$ cat src/rtl/game_ctrl_if.sv
// game_ctrl_if: key/collision/tick inputs and state/score outputs of the game sequencer
interface game_ctrl_if;
  logic game_tick;
  logic start_key;
  logic collision;
  logic [1:0] game_state;
  logic tick_pulse;
  logic [15:0] score;
  logic [15:0] high_score;
  modport master (output game_tick, start_key, collision, input game_state, tick_pulse, score, high_score);
  modport slave (input game_tick, start_key, collision, output game_state, tick_pulse, score, high_score);
endinterface

$ cat src/rtl/game_ctrl.sv
// game_ctrl: game sequencer FSM advancing a saturating BCD score on game ticks
// define GAME_CTRL_HIGH_SCORE_EN to build the high-score register and its END-entry compare
module game_ctrl #(
  parameter int TICKS_PER_POINT = 4
) (
  input logic clk,
  input logic rst_n,
  game_ctrl_if.slave bus
);
  typedef enum logic [1:0] {S_INIT, S_START, S_END, S_RESET} st_t;
  localparam logic [7:0] LAST = 8'(TICKS_PER_POINT - 1);
  st_t state, state_nx;
  logic tick_q, tick_edge, tick_pulse, pulse_nx, point;
  logic [7:0] pcnt, pcnt_nx;
  logic [15:0] score, score_nx, high_score;
  function automatic logic [15:0] bcd_inc(input logic [15:0] v);
    logic [15:0] r;
    logic c;
    r = v;
    c = 1'b1;
    for (int i = 0; i < 4; i++)
      if (c) begin
        if (r[4*i +: 4] == 4'd9) r[4*i +: 4] = 4'd0;
        else begin
          r[4*i +: 4] = r[4*i +: 4] + 4'd1;
          c = 1'b0;
        end
      end
    return r;
  endfunction
  assign tick_edge = bus.game_tick & ~tick_q;
  always_ff @(posedge clk or negedge rst_n)
    if (!rst_n) state <= S_INIT;
    else state <= state_nx;
  always_comb
    state_nx = (state == S_INIT && bus.start_key) ? S_START :
               (state == S_START && bus.collision) ? S_END :
               (state == S_END && bus.start_key) ? S_RESET :
               (state == S_RESET) ? S_INIT : state;
  // pcnt is held at zero in INIT, which clears it on entry to START
  always_comb begin
    pulse_nx = tick_edge && state == S_START;
    point = pulse_nx && pcnt == LAST;
    pcnt_nx = (state == S_INIT || state == S_RESET || point) ? 8'd0 : pulse_nx ? pcnt + 8'd1 : pcnt;
    score_nx = (state == S_RESET) ? 16'h0000 :
               (point && !bus.collision && score != 16'h9999) ? bcd_inc(score) : score;
  end
  always_ff @(posedge clk or negedge rst_n)
    if (!rst_n) begin
      tick_q <= 1'b0;
      tick_pulse <= 1'b0;
      pcnt <= 8'd0;
      score <= 16'h0000;
    end else begin
      tick_q <= bus.game_tick;
      tick_pulse <= pulse_nx;
      pcnt <= pcnt_nx;
      score <= score_nx;
    end
`ifdef GAME_CTRL_HIGH_SCORE_EN
  logic hs_chk;
  // hs_chk marks the first cycle in END; BCD order matches binary order
  always_ff @(posedge clk or negedge rst_n)
    if (!rst_n) begin
      hs_chk <= 1'b0;
      high_score <= 16'h0000;
    end else begin
      hs_chk <= state == S_START && bus.collision;
      if (hs_chk && score > high_score) high_score <= score;
    end
`else
  assign high_score = 16'h0000;
`endif
  assign bus.game_state = state;
  assign bus.tick_pulse = tick_pulse;
  assign bus.score = score;
  assign bus.high_score = high_score;
endmodule

$ cat src/flat_wrapper.sv
// flat-port wrapper written by rule: the top's interface ports become plain ports
module game_ctrl_flat 
#(
  parameter int TICKS_PER_POINT = 4
)
  (clk, rst_n, bus_game_tick, bus_start_key, bus_collision, bus_game_state, bus_tick_pulse, bus_score, bus_high_score);
  game_ctrl_if bus_i ();
  input logic clk;
  input logic rst_n;
  input wire logic [$bits(bus_i.game_tick)-1:0] bus_game_tick;
  input wire logic [$bits(bus_i.start_key)-1:0] bus_start_key;
  input wire logic [$bits(bus_i.collision)-1:0] bus_collision;
  output wire logic [$bits(bus_i.game_state)-1:0] bus_game_state;
  output wire logic [$bits(bus_i.tick_pulse)-1:0] bus_tick_pulse;
  output wire logic [$bits(bus_i.score)-1:0] bus_score;
  output wire logic [$bits(bus_i.high_score)-1:0] bus_high_score;
  assign bus_i.game_tick = bus_game_tick;
  assign bus_i.start_key = bus_start_key;
  assign bus_i.collision = bus_collision;
  assign bus_game_state = bus_i.game_state;
  assign bus_tick_pulse = bus_i.tick_pulse;
  assign bus_score = bus_i.score;
  assign bus_high_score = bus_i.high_score;
  game_ctrl #(.TICKS_PER_POINT(TICKS_PER_POINT)) u_core (.clk(clk), .rst_n(rst_n), .bus(bus_i));
endmodule
$ cat config.mk
export PLATFORM = sky130hd
export DESIGN_NAME = game_ctrl_flat
export DESIGN_NICKNAME = d
export VERILOG_FILES = /design/src/rtl/game_ctrl_if.sv /design/src/rtl/game_ctrl.sv /design/src/flat_wrapper.sv
export SDC_FILE = /design/constraint.sdc
export NUM_CORES = 1
export LEC_CHECK = 0
export ABC_AREA = 1
export BUFFER_PORTS_ARGS = -buffer_cell sky130_fd_sc_hd__buf_4
export CAP_MARGIN = 20
export CORE_MARGIN = 8
export CORE_UTILIZATION = 50
export CTS_CLUSTER_DIAMETER = 40
export DETAILED_ROUTE_END_ITERATION = 6
export PLACE_DENSITY_LB_ADDON = 0.25
export SLEW_MARGIN = 20
export SYNTH_ARGS = -nofsm -noshare
export SYNTH_HDL_FRONTEND = slang
export SYNTH_SLANG_ARGS = --single-unit
$ cat constraint.sdc
create_clock -name clk -period 3.3 [get_ports clk]
set_input_delay 0.165 -clock clk [delete_from_list [all_inputs] [get_ports clk]]
set_output_delay 0.165 -clock clk [all_outputs]
set_load 0.005 [all_outputs]
* Yosys cells after proc, flatten, opt, wreduce, memory -nomap -nowiden
Cells that the tools add are included.
Cells by class: muxes and demuxes 20, reduce and logical (&&, ||, !) cells 20, bitwise logic cells 2, add/subtract/negate cells 5, eq/ne operators 9
Operator list (number):
- 16-bit 2-to-1 mux | 2
- 4-bit 2-to-1 mux | 7
- 4-bit by 1-bit adder with 4-bit output, second input constant | 4
- 4-bit equality test, second input constant | 4
- 8-bit 2-to-1 mux | 2
- 16-bit != test, second input constant | 1
- 2-bit nonzero test | 5
- 8-bit by 1-bit adder with 8-bit output, second input constant | 1
- 8-bit by 2-bit equality test with 1-bit output, second input constant | 1
- 2-bit 2-to-1 mux | 4
- 1-bit logical AND | 7
- 2-bit AND reduction | 3
- 1-bit 2-to-1 mux | 5
- 2-bit equality test, second input constant | 2
- 4-bit nonzero test | 1
- 2-bit by 1-bit equality test with 1-bit output, second input constant | 1
- 2-bit logical NOT | 1
- 1-bit logical OR | 2
- 1-bit bitwise AND | 1
- 1-bit logical NOT | 1
- 1-bit NOT | 1
Word-level totals: input port bits 5, output and inout port bits 35, register bits 28, word-level logic and storage cells 64

* Depth between registers and ports, before layout
Gate-level depths: netlist of the first run.
depth in word-level cells 8, mapped depth 10, gate-level depth less buffers 10

* Worst setup path before layout of the first run
OpenSTA, ideal clock, no wires.
path type register to register, start point register u_core.state[1], in the netlist u_core.bus.game_state[1], end point register u_core.score[6], in the netlist u_core.bus.score[6], buffers on the path 0, stages on the path, launching flop included 10, period minus slack after synthesis 1.528 ns, setup time 0.117 ns, setup slack 1.772 ns, data required time 3.183 ns, arrival 1.411 ns, cells stage by stage dfrtp_1 inv_1 ha_1 nand2_1 nor2_4 nand3_2 o21bai_4 nand2_1 nand2_1 nand2_1
Between the ends: cells in the longest elaborated chain, start to end 7, elaborated cells on any way between the ends 10, those cells by class eq/ne (2); mux (1); reduce/logical (7)
Ends and longest elaborated chain:
- start, declared | line game_ctrl.sv:12 | st_t state, state_nx;
- start signal, assigned | line game_ctrl.sv:34 | else state <= state_nx;
- 2-bit by 1-bit equality test with 1-bit output | line game_ctrl.sv:42 | pulse_nx = tick_edge && state == S_START;
- 1-bit logical AND | line game_ctrl.sv:42
- named net u_core.pulse_nx | line game_ctrl.sv:13 | logic tick_q, tick_edge, tick_pulse, pulse_nx, point;
- 1-bit logical AND | line game_ctrl.sv:43 | point = pulse_nx && pcnt == LAST;
- 1-bit logical AND (2 in a row) | line game_ctrl.sv:46 | (point && !bus.collision && score != 16'h9999) ? bcd_inc(score) : score;
- 2-bit nonzero test (no source line)
- 2-bit AND reduction (no source line)
- end signal, assigned | line game_ctrl.sv:58 | score <= score_nx;
- end, declared | line game_ctrl.sv:15 | logic [15:0] score, score_nx, high_score;
The timed path passes the listed nets, and every way through them passes these cells. A chain may end at the register's enable or synchronous reset.

* Final worst setup path of the first run
start point register u_core.state[1], in the netlist u_core.bus.game_state[1], end point register u_core.score[10], in the netlist u_core.bus.score[10]
The elaborated chain is that of the path after synthesis.

==> results of run 1 <==
## power by group
part | internal [mW] | leakage [nW] | total [mW] | switching (mW)
Sequential | 0.411 | 0.378 | 0.509 | 0.0976
Combinational | 0.224 | 0.658 | 0.521 | 0.297
Clock | 0.0675 | 0.0210 | 0.167 | 0.0997
## per-layer routing
| metal | GRT usage | vias up |
|---|---|---|
| met5 | 0 | - |
| met4 | 0.0341 | 0 |
| met3 | 0.0237 | 4 |
| met2 | 0.200 | 22 |
| met1 | 0.164 | 626 |
| li1 | - | 730 |
## path summary, 6_finish.rpt
check / to / slack [ns]
max: u_core.bus.score[10] / 1.42
min: u_core.bus.game_state[0] / 0.11
max reg2reg: u_core.bus.score[10] / 1.42
min reg2reg: u_core.bus.tick_pulse / 0.51
max in group asynchronous: u_core.bus.score[9] / 2.77
min in group asynchronous: u_core.bus.score[3] / 0.27
## state kept, by name (all words and copies together) (netlist names)
register               flops
u_core.bus.game_state      2
u_core.bus.score          16
u_core.bus.tick_pulse      1
u_core.pcnt                8
u_core.tick_q              1
## metrics by stage
stage,worst slack (ns),cells,cell area [um^2]
floorplan,1.77,238,1840
global placement,1.50,289,1940
detailed placement,1.41,289,1940
CTS,1.40,296,2000
global route,1.21,296,2000
finish,1.42,296,2000
## cell usage in the layout (no fill, tap or decap), types with 3 or more instances in the layout
cell           netlist  layout
ha_1                13      13
nand4_1              3       3
conb_1               1      16
buf_4               16      23
nor2_1              33      33
clkbuf_4             0       3
o21ai_0              4       4
inv_1               15      15
nand3_1             21      21
xor2_1               8       8
nand2_1             60      60
xnor2_1              5       5
dlygate4sd3_1        0       3
nor2_4               3       3
dfrtp_1             28      28
## logic make-up (layout without fill, tap and decap cells)
family | Yosys count | in the layout
compound gates | 9 | 9
xor+xnor | 13 | 13
fa+ha+maj | 13 | 13
buf+inv | 33 | 45
flops | 28 | 28
other cells | 1 | 16
simple gates | 126 | 126
## cell type report
class / instances / area [um^2] / share of cell area
multi-input combinational: 177 / 951 / 0.474
clock buffer: 4 / 36.3 / 0.0181
timing repair buffer: 26 / 203 / 0.101
sequential: 28 / 701 / 0.350
tap: 46 / 57.6 / 0.0287
inverter: 15 / 56.3 / 0.0281
## worst min-delay path, stage by stage
cell	delay [ns]
buf_4	0.09
nand2_1	0.06
nand2_1	0.06
nand2_1	0.04
## what timing repair did
item                                   4_1_cts  5_1_grt
hold buffers                                 3        0
buffers inserted                             0        0
endpoints found under the hold margin       30        0
==> results.py, run 1 <==
metrics = {
    "run_status": {
        "status": "complete, no violations",
    },
    "routing": {
        "wl_met2_um": 1570,
        "wl_per_cell_um": 11.1,
        "firstDrtPassIters": 4,
        "routed_wl_um": 3300,
        "route.vias.total": 1382,
        "top_layer_used": "met4",
        "ant_nets": 0,
        "drcViolationCount": 0,
        "wl_met3_um": 178,
        "vias_per_cell": 4.67,
        "drt_iter0_drc": 61,
        "met1Wirelength_um": 1520,
    },
    "synthesis": {
        "yosysSeqAreaShare": 0.392,
        "yosys_most_used_dff": "dfrtp_1",
        "yosysUniqueCellTypes": 26,
        "synth_top_family_by_area": "simple AND/OR/NAND/NOR gates",
        "ys_async_sr_fraction": 1.00,
        "ys.warnings.count": 0,
        "synthAdderAreaFrac": 0.0910,
        "ys_ff_latch": 28,
        "synth.most_common_cell": "nand2_1",
        "muxShareOfSynthArea": 0,
        "yosys.area_share.simple": 0.307,
        "syn_avg_cell_area_um2": 8.02,
        "yosysTopAreaCell": "dfrtp_1",
        "syn_inst": 223,
        "synth_compound_area_frac": 0.0371,
        "synth_edf_count": 0,
        "netlist_area_um2": 1790,
        "synth_xor_area_frac": 0.0637,
        "synth_top_cells_by_area": "dfrtp_1 39%, nand2_1 13%, ha_1 9.1%, nor2_1 6.9%, buf_4 6.7%",
        "synth_top_area_share": 0.392,
        "synth_common_cells": "60 x nand2_1, 33 x nor2_1, 28 x dfrtp_1, 21 x nand3_1, 16 x buf_4",
    },
    "sta": {
        "holdWs_ns": 0.111,
        "fmax_mhz": 533,
        "fin_worst_skew_ns": 0.00375,
        "hold_viol": 0,
        "report.final.slew_viol_count": 0,
        "post-route-min-period_ns": 1.88,
        "rsz0062_at_grt": "false",
        "setup_violations": 0,
        "fin_setup_tns_ns": 0,
        "finalCritPeriodShare": 0.569,
    },
    "floorplan": {
        "rows": 21,
        "start_util": 0.528,
        "die_y_um": 75.8,
        "fp.dieW_um": 75.8,
        "core_area_um2": 3390,
        "design.die.area_um2": 5750,
        "io_pins": 40,
    },
    "worst_setup_path": {
        "rr_worst_depth": 9,
        "max_stage_delay_ns": 0.45,
        "cp-startpoint": "u_core.bus.game_state[1]",
        "crit_buf_inv": 1,
        "path_depth": 9,
        "crit_required_ns": 3.53,
        "worst-path-max-fanout": 16,
        "reg2reg_from": "u_core.bus.game_state[1]",
        "critPathLaunchType": "flop",
        "critPathKind": "reg2reg",
        "arrival_ns": 2.11,
        "cp_top_family": "simple AND/OR/NAND/NOR gates",
        "cp-end-kind": "flop",
        "slowest_stage": "dfrtp_1",
        "cp_cell_sequence": "inv_1, ha_1, nand2_1, nor2_4, nand3_2, o21bai_4, nand2_1, nand2_1, nand2_1",
        "cp_common_cell": "nand2_1",
    },
    "clocking": {
        "clkLatencyLatePin_ns": 0.32,
        "tritoncts": "built",
        "htreeDepth": 1,
        "cts_root_buffer": "clkbuf_4",
        "numCtsBuffers": 3,
        "clock_path_buffers": 2,
        "postCtsResizedCells": 0,
        "cts_num_sinks": 28,
        "path_clk_slew_ns": 0.15,
    },
    "grt": {
        "grt_pass1_vias": 1260,
        "grt_overflow": 0,
        "antenna_found_initial": 0,
        "grt_start_max_net_pins": 29,
        "grt_usage": 0.124,
        "grt_pass1_wl_um": 5580,
    },
    "min_path": {
        "hp-class": "in2reg",
        "whs_path_depth": 4,
        "min_from": "bus_collision",
    },
    "final_layout": {
        "drive_above_1_share": 0.144,
        "syn_to_final_growth_pct": 12.1,
        "insertedDiodeCount": 0,
        "fin_util": 0.591,
        "nFillCells": 323,
        "nets": 269,
    },
    "placed_design": {
        "hpwlAfterDp_um": 2500,
        "io_buffers": 23,
        "gp_congestion": 0.846,
    },
    "pwr": {
        "power_density_nw_per_um2": 597,
        "p_leak_nw": 1.06,
        "finalPower_mw": 1.20,
        "peakVddDrop_v": 0.000259,
    },
    "flow_run": {
        "cap_violations": 0,
    },
}
Note: power is estimated with default switching activity, not from simulation.
==> run 2: changes to the inputs <==
clock period = 1.9 ns   (was 3.3 ns; I/O delays follow)
==> results.py, run 2 (synthesis gave the netlist of run 1 again) <==
metrics = {
    "run_status": {
        "status": "complete, no violations",
    },
    "sta": {
        "fin_setup_tns_ns": 0,
        "report.final.slew_viol_count": 0,
        "post-route-min-period_ns": 1.70,
        "hold_viol": 0,
        "finalCritPeriodShare": 0.897,
        "fmax_mhz": 587,
        "rsz0062_at_grt": "false",
        "fin_worst_skew_ns": 0.00678,
        "setup_violations": 0,
    },
    "placed_design": {
        "io_buffers": 23,
        "hpwlAfterDp_um": 2600,
        "place_area_um2": 1960,
        "gp_congestion": 0.879,
    },
    "min_path": {
        "hp-class": "in2reg",
    },
    "grt": {
        "grt_start_max_net_pins": 29,
        "grt_pass1_wl_um": 5740,
        "grt_pass1_vias": 1325,
        "antenna_found_initial": 0,
        "grt_usage": 0.128,
        "grt_overflow": 0,
    },
    "final_layout": {
        "syn_to_final_growth_pct": 14.2,
        "drive_above_1_share": 0.161,
        "nFillCells": 322,
        "largest_reg_flops": 16,
        "final_common_cell": "nand2_1",
        "fin_area_um2": 2040,
        "nets": 274,
        "final_cell_mix": "60 x nand2_1, 33 x nor2_1, 28 x buf_4, 28 x dfrtp_1, 21 x nand3_1",
        "insertedDiodeCount": 0,
        "regMostFlops": "u_core.bus.score",
        "fin_util": 0.602,
    },
    "clocking": {
        "htreeDepth": 1,
        "clkLatencyLatePin_ns": 0.32,
        "cts_root_buffer": "clkbuf_4",
        "clock_path_buffers": 2,
        "numCtsBuffers": 3,
        "tritoncts": "built",
        "cts_num_sinks": 28,
        "path_clk_slew_ns": 0.14,
        "postCtsResizedCells": 0,
    },
    "routing": {
        "drt_iter0_drc": 63,
        "vias_per_cell": 4.78,
        "wl_per_cell_um": 11.3,
        "routed_wl_um": 3390,
        "route.vias.total": 1439,
        "ant_nets": 0,
        "drcViolationCount": 0,
        "firstDrtPassIters": 5,
    },
    "pwr": {
        "peakVddDrop_v": 0.000612,
        "power_density_nw_per_um2": 1040,
        "p_leak_nw": 1.08,
    },
    "floorplan": {
        "die_y_um": 75.8,
        "core_area_um2": 3390,
        "start_util": 0.528,
        "fp.dieW_um": 75.8,
        "io_pins": 40,
        "design.die.area_um2": 5750,
        "rows": 21,
    },
    "worst_setup_path": {
        "critPathKind": "reg2reg",
        "arrival_ns": 1.94,
        "worst-path-max-fanout": 11,
        "cp-end-kind": "flop",
        "critPathLaunchType": "flop",
        "crit_required_ns": 2.14,
    },
    "flow_run": {
        "cap_violations": 0,
    },
}
==> run 2: cell types whose count changed in the layout (fill, tap and decap cells not counted), sizes merged <==
| cell | before | now |
|---|---|---|
| buf | 23 | 28 |
==> run 2: critical path, stage by stage, from the launching register on <==
cell      delay, ns
dfrtp_1        0.43
inv_1          0.07
ha_1           0.19
nand2_1        0.11
nor2_4         0.06
nand2_2        0.13
nor2_4         0.06
o21bai_4       0.25
nand2_1        0.18
nand2_1        0.09
nand2_1        0.05
==> run 2: metal layers <==
layer	vias to the layer above	share of wire	routed length, um	GRT usage
li1	738	-	-	-
met1	672	0.45	1540	0.160
met2	25	0.48	1630	0.212
met3	4	0.057	194	0.0303
met4	0	0.010	34	0.0384
met5	-	0	0	0
==> run 2: final timing paths <==
check                                    start                        to  slack [ns]  depth (start not counted)
max                        u_core.bus.score[1]      u_core.bus.score[14]        0.20                         10
min                              bus_collision  u_core.bus.game_state[0]        0.05                          4
max reg2reg                u_core.bus.score[1]      u_core.bus.score[14]        0.20                         10
min reg2reg                u_core.bus.score[7]       u_core.bus.score[7]        0.56                          2
max in group asynchronous                rst_n       u_core.bus.score[9]        1.43                          2
min in group asynchronous                rst_n       u_core.bus.score[3]        0.20                          2
==> run 2: timing repair <==
item	CTS	global route
hold buffers	3	0
endpoints found under the hold margin	31	0
buffers inserted	0	2
setup endpoints to repair	0	2
==> run 2: power by group <==
part / switching (mW) / internal (mW)
logic: 0.535 / 0.426
registers: 0.170 / 0.714
clock network: 0.166 / 0.117
==> run 2: final cells by class <==
| cell class | count | area [um^2] | share of cell area |
|---|---|---|---|
| clock buffers | 4 | 36.3 | 0.0178 |
| inverters | 15 | 56.3 | 0.0276 |
| multi-input cells | 177 | 951 | 0.466 |
| flip-flops and latches | 28 | 701 | 0.343 |
| well taps | 46 | 57.6 | 0.0282 |
| repair buffers | 31 | 240 | 0.118 |
==> run 2: per-stage QoR <==
step	hold WS (ns)	setup WS [ns]	instances	power, mW
after floorplan	-0.201	0.372	238	1.52
after global placement	0.0389	0.214	292	1.82
after detailed placement	0.0382	0.171	292	1.83
after CTS	0.0373	0.149	299	2.13
after global routing	0.0546	0.0193	301	2.34
final	0.0526	0.196	301	2.13
